<file path="src/rtl/sig_debounce.sv">
`timescale 1ns/1ps
// sig_debounce: synchronizes a raw asynchronous level and accepts a new level
// only after it has held for DEBOUNCE_CNT consecutive clk cycles. Changes that
// end before qualification completes are counted as glitches (saturating).
module sig_debounce #(
  parameter int SYNC_STAGES  = 2,    // 2..4
  parameter int DEBOUNCE_CNT = 1000  // 1..65535
) (
  input  logic       clk,
  input  logic       rst_n,
  input  logic       sig,
  input  logic       glitchClr,
  output logic       sigClean,
  output logic       settling,
  output logic [7:0] glitchCnt
);

  localparam int CNT_W = $clog2(DEBOUNCE_CNT) + 1;
  localparam logic [CNT_W-1:0] CNT_LAST = CNT_W'(DEBOUNCE_CNT - 1);

  typedef enum logic [1:0] {
    STABLE_LOW,
    CHK_HIGH,
    STABLE_HIGH,
    CHK_LOW
  } state_t;

  logic [SYNC_STAGES-1:0] sync_q;
  logic                   sig_sync;
  state_t                 state, state_d;
  logic [CNT_W-1:0]       cnt, cnt_d;
  logic                   glitch_evt;

  assign sig_sync = sync_q[SYNC_STAGES-1];

  // Synchronizer chain: shifts the raw input toward sig_sync, stage 0 first.
  // NOTE: every flop in the chain is reset so no stale level leaks out of reset.
  always_ff @(posedge clk or negedge rst_n) begin
    if (!rst_n) begin
      sync_q <= '0;
    end else begin
      // NOTE: sequential state uses <= so all flops update from pre-edge values.
      sync_q <= {sync_q[SYNC_STAGES-2:0], sig};
    end
  end

  // Next-state, counter and glitch-event logic for the qualification FSM.
  always_comb begin
    // NOTE: defaults first so every path assigns every output (no latches).
    state_d    = state;
    cnt_d      = cnt;
    glitch_evt = 1'b0;
    unique case (state)
      STABLE_LOW: begin
        if (sig_sync) begin
          state_d = CHK_HIGH;
          cnt_d   = '0;
        end
      end
      CHK_HIGH: begin
        if (!sig_sync) begin
          state_d    = STABLE_LOW;
          cnt_d      = '0;
          glitch_evt = 1'b1;
        end else if (cnt == CNT_LAST) begin
          state_d = STABLE_HIGH;
          cnt_d   = '0;
        end else begin
          cnt_d = cnt + CNT_W'(1);
        end
      end
      STABLE_HIGH: begin
        if (!sig_sync) begin
          state_d = CHK_LOW;
          cnt_d   = '0;
        end
      end
      CHK_LOW: begin
        if (sig_sync) begin
          state_d    = STABLE_HIGH;
          cnt_d      = '0;
          glitch_evt = 1'b1;
        end else if (cnt == CNT_LAST) begin
          state_d = STABLE_LOW;
          cnt_d   = '0;
        end else begin
          cnt_d = cnt + CNT_W'(1);
        end
      end
      default: begin
        state_d = STABLE_LOW;
        cnt_d   = '0;
      end
    endcase
  end

  // State, counter and registered outputs decoded from the next state so they
  // change on the same edge as the state itself.
  always_ff @(posedge clk or negedge rst_n) begin
    if (!rst_n) begin
      state    <= STABLE_LOW;
      cnt      <= '0;
      sigClean <= 1'b0;
      settling <= 1'b0;
    end else begin
      state    <= state_d;
      cnt      <= cnt_d;
      sigClean <= (state_d == STABLE_HIGH) || (state_d == CHK_LOW);
      settling <= (state_d == CHK_HIGH)    || (state_d == CHK_LOW);
    end
  end

  // Saturating glitch counter; a clear on the same edge as a glitch wins.
  always_ff @(posedge clk or negedge rst_n) begin
    if (!rst_n) begin
      glitchCnt <= '0;
    end else if (glitchClr) begin
      glitchCnt <= '0;
    end else if (glitch_evt && (glitchCnt != 8'hFF)) begin
      glitchCnt <= glitchCnt + 8'd1;
    end
  end

endmodule

</file>
<file path="config.mk">
export PLATFORM = sky130hd
export DESIGN_NAME = sig_debounce
export DESIGN_NICKNAME = d
export VERILOG_FILES = /design/src/rtl/sig_debounce.sv
export SDC_FILE = /design/constraint.sdc
export NUM_CORES = 1
export LEC_CHECK = 0
export ABC_AREA = 1
export CORE_UTILIZATION = 45
export CTS_BUF_LIST = sky130_fd_sc_hd__clkbuf_16
export CTS_CLUSTER_DIAMETER = 150
export DETAILED_ROUTE_END_ITERATION = 8
export PLACE_DENSITY = 0.65
export SYNTH_ARGS = -nofsm -noshare
export SYNTH_HDL_FRONTEND = slang
export SYNTH_SLANG_ARGS = --single-unit
</file>
<file path="constraint.sdc">
create_clock -name clk -period 3 [get_ports clk]
set_clock_uncertainty 0.15 [all_clocks]
set_input_delay 0.6 -clock clk [delete_from_list [all_inputs] [get_ports clk]]
set_output_delay 0.6 -clock clk [all_outputs]
set_load 0.005 [all_outputs]
</file>
==> out/summary.txt <==
==========================================================================================
Run status                                                                    finished clean
Synth Area in Simple Gates                                                           38.5%
Maximum number of pins on one net before global-route repair                            25
Final-report setup violation count                                                       0
Fin crit share                                                                       66.2%
Final Hold Slack                                                                  0.233 ns
Largest area contributor in the netlist                                       sky130_fd_sc_hd__dfrtp_1
Class of the worst hold path                                                    reg -> reg
Dpl hpwl                                                                           2.13 mm
Post-CTS setup buffer count                                                              0
Total negative slack for setup checks                                                 0 ns
Total track usage                                                                    19.2%
Yosys cell types                                                                        25
Placed Instance Area                                                            1610 sq um
Via Count                                                                             1203
# port buffers                                                                          13
Clock slew seen by the registers of the worst setup and hold paths                 0.06 ns
Type of element capturing the critical path                                   primary output
Global-route wire length before repair                                             4.87 mm
Cell types occupying the most area after synthesis                            sky130_fd_sc_hd__dfrtp_1 (42%), sky130_fd_sc_hd__nand2_1 (16%), sky130_fd_sc_hd__nand3_1 (6.3%)
DIE HEIGHT                                                                         58.2 um
Top cell type's share of synthesized area                                            42.3%
Startpoint types                                                                  register
Total number of yosys warnings                                                           0
Compound-gate portion of the synthesized area                                        7.31%
Commonest cells post-synth                                                    sky130_fd_sc_hd__nand2_1 (62), sky130_fd_sc_hd__dfrtp_1 (24), sky130_fd_sc_hd__inv_1 (22), sky130_fd_sc_hd__nand3_1 (18), sky130_fd_sc_hd__nor2_1 (17)
Standby leakage power                                                             0.780 nW
Number of remaining DRC errors                                                           0
Post-DR vias/cell                                                                     4.87
Core Util, Final                                                                     55.6%
Diodes inserted                                                                          0
Final Max Slew Viols                                                                     0
RSZ-0062 raised after global routing                                                    no
Syn Inst Count                                                                         187
Met1 layer usage reported by global route                                            25.7%
Data required time at the worst endpoint                                           2.25 ns
Worst path cell trace                                                         clkdlybuf4s50_1
Xor/xnor cell area share of the yosys netlist                                        3.08%
Met2 Track Usage GR                                                                  30.4%
Worst-case register-to-register setup slack                                        1.21 ns
Max IR drop VDD                                                                   0.273 mV
Met3 layer usage reported by global route                                            5.13%
Number of buffers inserted by hold repair at cts                                         0
Gr busiest metal                                                                      met2
Buffers & Inverters on Critical Path                                                     1
I/O pins                                                                                14
Sequential element share of the synthesized area                                     42.3%
Mapped Nets                                                                            193
Count of max-cap constraint violations                                                   0
Count of TritonRoute iterations in the first routing pass                                4
Number of enable-type register cells in the synthesized netlist                          0
Cell area after layout                                                          1680 sq um
Layout Area Growth over Synthesis                                                    18.5%
Clock tree buffer depth                                                                  2
Dominant combinational cell family by area after synthesis                    simple AND/OR/NAND/NOR gates
Total of flip-flops plus latches after synthesis                                        24
Largest fanout on the critical path                                                      6
Core area                                                                       3030 sq um
1st-iter DRT viols                                                                      54
Data arrival, critical path                                                        1.24 ns
Cell with the most instances after synthesis                                  sky130_fd_sc_hd__nand2_1
Predominant post-synthesis flop cell                                          sky130_fd_sc_hd__dfrtp_1
Slowest-stage cell, CP                                                        sky130_fd_sc_hd__clkdlybuf4s50_1
Area of the die                                                                 3380 sq um
Average wire length per cell after detail routing                                  11.5 um
Clock tree root buffer cell                                                   sky130_fd_sc_hd__clkbuf_16
Slew at the pin closest to its max-slew limit                                     0.297 ns
Maximum level of the CTS H-tree                                                          1
Placer's final routability congestion estimate                                       0.800
Number of nets in the finished design                                                  211
Mux contribution to synthesized area                                                    0%
Max Fclk                                                                           503 MHz
Post-route antenna net violation count                                                   0
Count of cells resized by post-cts repair                                                0
Summed instance area of the synthesized netlist                                 1420 sq um
TritonCTS clock tree                                                                 built
Async SR Flop Fraction                                                                100%
Number of antenna violations at the first check in global routing                        0
Share of synthesized cell area in full adder, half adder and majority cells          1.76%
Cts bufs inserted                                                                        3
Clock network latency to the later pin of the worst-skew pair                      0.25 ns
Via count of the first global-routing pass                                            1125
TritonCTS sink count                                                                    24
Overflow left after global routing                                                       0
Syn Area/Cell                                                                   7.59 sq um
Category of the critical setup timing path                                      reg -> out
Die Span X                                                                         58.2 um
Row count                                                                               20
Power per standard cell area                                                   392 nW/um^2
Layout cells sized above 1                                                           12.8%
Crit-path max cell delay                                                           0.54 ns
Starting density of the core                                                         46.9%
Worst rel slew slack                                                                 80.2%
Time the worst path needs with I/O delays and setup                                1.99 ns
Number of hold violations in the final report                                            0
Gate family responsible for the most delay along the worst path               buffers and inverters
WL final                                                                           2.85 mm
==========================================================================================
==> worst paths after layout <==
check | start | endpoint | cells past startpoint
min in group asynchronous | rst_n | cnt[10] | 2
max reg2reg | cnt[0] | cnt[7] | 8
max | glitchCnt[6] | glitchCnt[6] | 1
min | sync_q[0] | sync_q[1] | 0
min reg2reg | sync_q[0] | sync_q[1] | 0
max in group asynchronous | rst_n | cnt[8] | 2
==> metrics by stage <==
stage               worst slack (ns)  power (mW)  std cells
floorplan                       1.52       0.367        187
global placement                1.20       0.389        244
detailed placement              1.15       0.390        244
CTS                             1.00       0.669        247
global route                   0.958       0.688        247
finish                          1.01       0.660        247
==> report_power, final <==
group / total [mW] / leakage, nW / internal, mW / switching [mW]
sequential: 0.338 / 0.324 / 0.330 / 0.00753
clock: 0.276 / 0.0370 / 0.176 / 0.101
combinational: 0.0454 / 0.419 / 0.0169 / 0.0286
total: 0.660 / 0.780 / 0.523 / 0.137
==> flip-flops by register name, indices dropped and copies added (netlist names) <==
register,count
cnt,11
glitchCnt,8
sync_q,2
settling,1
sigClean,1
state,1
==> cell type report <==
class,instances,area (sq um)
Timing Repair Buffer,14,138
Fill cell,288,1350
Multi-Input combinational cell,137,719
Tap cell,44,55.1
Clock buffer,3,75.1
Inverter,25,95.1
Sequential cell,24,601
==> cells by family (layout without fill, tap and decap cells) <==
family	count (synthesis)	after routing
buf+inv	26	42
fa+ha+maj	2	2
flops	24	24
xor+xnor	5	5
compound gates	13	13
simple gates	117	117
==> cell usage in the layout (no fill, tap or decap) <==
master,synthesis,layout
sky130_fd_sc_hd__ha_1,2,2
sky130_fd_sc_hd__buf_4,0,1
sky130_fd_sc_hd__o22ai_2,2,2
sky130_fd_sc_hd__o21ai_1,2,2
sky130_fd_sc_hd__a21o_1,1,1
sky130_fd_sc_hd__nand4_1,7,7
sky130_fd_sc_hd__inv_2,1,1
sky130_fd_sc_hd__clkinv_1,1,1
sky130_fd_sc_hd__dfrtp_1,24,24
sky130_fd_sc_hd__a21oi_2,1,1
sky130_fd_sc_hd__nor2_4,3,3
sky130_fd_sc_hd__a21oi_1,2,2
sky130_fd_sc_hd__nand2_2,4,4
sky130_fd_sc_hd__o21bai_1,1,1
sky130_fd_sc_hd__nor2_1,17,17
sky130_fd_sc_hd__xor2_1,4,4
sky130_fd_sc_hd__clkdlybuf4s50_1,0,13
sky130_fd_sc_hd__o21ai_2,4,4
sky130_fd_sc_hd__clkbuf_16,0,3
sky130_fd_sc_hd__nand3_2,4,4
sky130_fd_sc_hd__or2_2,1,1
sky130_fd_sc_hd__nand3_1,18,18
sky130_fd_sc_hd__clkinv_2,1,1
sky130_fd_sc_hd__nand2_4,1,1
sky130_fd_sc_hd__xnor2_1,1,1
sky130_fd_sc_hd__nand2_1,62,62
sky130_fd_sc_hd__inv_1,22,22
==> per-layer routing <==
layer,routed length (um),vias to the layer above
met5,0,-
met4,19,0
met3,101,2
met2,1370,22
met1,1360,552
li1,-,627
(Power assumes the default switching activity.)
==> edit: new RTL, same settings <==
Register the output `glitchCnt` once more, with the module's reset; this adds one clock of latency there. The other outputs are not delayed to match.
--- a/src/rtl/sig_debounce.sv
+++ b/src/rtl/sig_debounce.sv
@@ -24,6 +24,8 @@
     STABLE_HIGH,
     CHK_LOW
   } state_t;
+
+  logic [7:0] glitchCnt_s0;
 
   logic [SYNC_STAGES-1:0] sync_q;
   logic                   sig_sync;
@@ -113,11 +115,19 @@
   // Saturating glitch counter; a clear on the same edge as a glitch wins.
   always_ff @(posedge clk or negedge rst_n) begin
     if (!rst_n) begin
+      glitchCnt_s0 <= '0;
+    end else if (glitchClr) begin
+      glitchCnt_s0 <= '0;
+    end else if (glitch_evt && (glitchCnt_s0 != 8'hFF)) begin
+      glitchCnt_s0 <= glitchCnt_s0 + 8'd1;
+    end
+  end
+
+  always_ff @(posedge clk or negedge rst_n) begin
+    if (!rst_n) begin
       glitchCnt <= '0;
-    end else if (glitchClr) begin
-      glitchCnt <= '0;
-    end else if (glitch_evt && (glitchCnt != 8'hFF)) begin
-      glitchCnt <= glitchCnt + 8'd1;
+    end else begin
+      glitchCnt <= glitchCnt_s0;
     end
   end
 
Function: changed (Yosys sat finds a counterexample within 10 cycles, from zero or initial values and one cycle with rst_n low).
==> edit against the original RTL <==
- non-clock buffer count did not move
- global-route usage is 0.88 points higher
- largest cell class is now sequential cells
- combinational power is essentially flat
- wire length increased by 12%
- sequential share of layout area increased by 5.3 points
- highest routed layer unchanged
- final area up 16%
- sequential power increased by 32%
- sequential cell count rose by 8
- power grew 61%
- worst setup slack got worse by 45 ps
- area after synthesis up 13%
- final cell count increased by 6.5%
- maximum frequency fell by 2.2%
==> edit: results (changes against the original RTL) <==
| Metric | Value |
|---|---|
| Status | finished, final reports clean (unchanged) |
| Syn_area_per_cell | 8.17 um^2 (was 7.59 um^2) |
| First-pass GRT wire length | 5.37 mm (was 4.87 mm) |
| Post-Layout Cell Count | 263 (was 247) |
| Leading registers by flop count | cnt: 11 flops, glitchCnt: 8 flops, glitchCnt_s0: 8 flops (was cnt: 11 flops, glitchCnt: 8 flops, sync_q: 2 flops) |
| Detailed placer's ending HPWL | 2.30 mm (was 2.13 mm) |
| Via count | 1308 (was 1203) |
| Pin count of the biggest net entering global routing | 33 (was 25) |
| Worst-Margin Slew | 400 ps (was 297 ps) |
| R2R Path Start | cnt[0]$_DFFE_PN0P_ (unchanged) |
| Met2 Resource Use GR | 33.0% (was 30.4%) |
| Skew-Pair Late Insertion Delay | 280 ps (was 250 ps) |
| 1st-iter DRT viols | 53 (was 54) |
| Register-to-Register Setup Slack | 1400 ps (was 1210 ps) |
| Flip-flop and latch area | 801 um^2 (was 601 um^2) |
| CP delay by family, top | buffers and inverters (unchanged) |
| Clk slew on worst S/H paths | 50 ps |
| Cell count after placement | 255 (was 244) |
| Inserted Clock Buffers | 5 (was 3) |
| Synth top area cells | dfrtp_1 (50%), nand2_1 (15%), nand3_1 (6.6%) (was dfrtp_1 (42%), nand2_1 (16%), nand3_1 (6.3%)) |
| Routability cong. | 0.845 (was 0.800) |
| Hold slack | 207 ps (was 233 ps) |
| Max FO, Critical Path | 7 (was 6) |
| Sw Pwr | 220 uW (was 137 uW) |
| Post-synth top cells | nand2_1 (64), dfrtp_1 (32), nand3_1 (21) (was nand2_1 (62), dfrtp_1 (24), inv_1 (22)) |
| Leakage Power | 0.000946 uW (was 0.000780 uW) |
| Fin nets | 222 (was 211) |
| Total track usage | 20.1% (was 19.2%) |
| Placed inst area | 0.00179 mm^2 (was 0.00161 mm^2) |
| Place WS | 1180 ps (was 1150 ps) |
| PortBufs | 13 (unchanged) |
| Yosys cell types | 21 (was 25) |
| Setup repair bufs after CTS | 0 (unchanged) |
| H-tree levels | 2 (was 1) |
| Cells on Worst Hold Path | 0 (unchanged) |
| FILL cells | 328 (was 288) |
| Root Buffer | clkbuf_16 (unchanged) |
| Met3 Usage GRT | 7.14% (was 5.13%) |
| VDD IR max | 0.000345 V (was 0.000273 V) |
| Share of cells above drive strength 1 | 12.0% (was 12.8%) |
| Sequential area share after synthesis | 50.0% (was 42.3%) |
| Ys flop type | dfrtp_1 (unchanged) |
| Hold endpoint | sync_q[1]$_DFF_PN0_ (unchanged) |
| GR Util met1 | 24.0% (was 25.7%) |
| Mapped Nets | 202 (was 193) |
| Worst R2R End | settling$_DFF_PN0_ (was cnt[7]$_DFFE_PN0P_) |
| Wire per inst | 12.2 um (was 11.5 um) |
-- edit: kinds of logic (layout without fill, tap and decap cells) --
kind of cell,count (synthesis),count (layout),share of synthesized area (%)
adders and majority gates,2,2,1.56
xor gates and xnor gates,6,6,3.28
and+or+nand+nor,116,116,32.8
buffers and inverters,26,47,6.56
DFF,32,32,50.0
AOI/OAI and AO/OA,14,14,5.78
-- edit: how the worst max path moves through the flow --
| stage | startpoint | end | slack [ps] | cells past startpoint |
|---|---|---|---|---|
| 6_report | sigClean$_DFF_PN0_ | sigClean | 970 | 1 |
| 2_1_floorplan | cnt[0]$_DFFE_PN0P_ | sigClean$_DFF_PN0_ | 1580 | 8 |
| 3_3_place_gp | glitchClr | glitchCnt_s0[5]$_DFFE_PN0P_ | 1220 | 6 |
| 3_5_place_dp | glitchClr | glitchCnt_s0[7]$_DFFE_PN0P_ | 1180 | 6 |
| 4_1_cts | sigClean$_DFF_PN0_ | sigClean | 960 | 1 |
| 5_1_grt | sigClean$_DFF_PN0_ | sigClean | 930 | 1 |
-- edit: cell type report --
cell class              count  share of cell area, %
multi-input cells         138                   35.6
clock inverters             3                   2.18
repair buffers             14                   7.05
flip-flops and latches     32                   41.0
well taps                  46                   2.95
inverters                  25                   4.80
clock buffers               5                   6.41
-- edit: layer usage --
metal / vias to the layer above / share of wire, % / wire [um]
met5: - / 0 / 0
met2: 27 / 49 / 1580
met1: 616 / 45 / 1440
li1: 659 / - / -
met3: 6 / 4.0 / 128
met4: 0 / 1.5 / 47
-- edit: power groups by stage --
stage,Sequential (uW),Clock (uW),Combinational [uW]
after floorplan,453,0,22.0
final,446,573,45.5
after CTS,447,583,46.8
after global routing,448,605,52.6
after global placement,454,0,45.3
after detailed placement,454,0,46.5
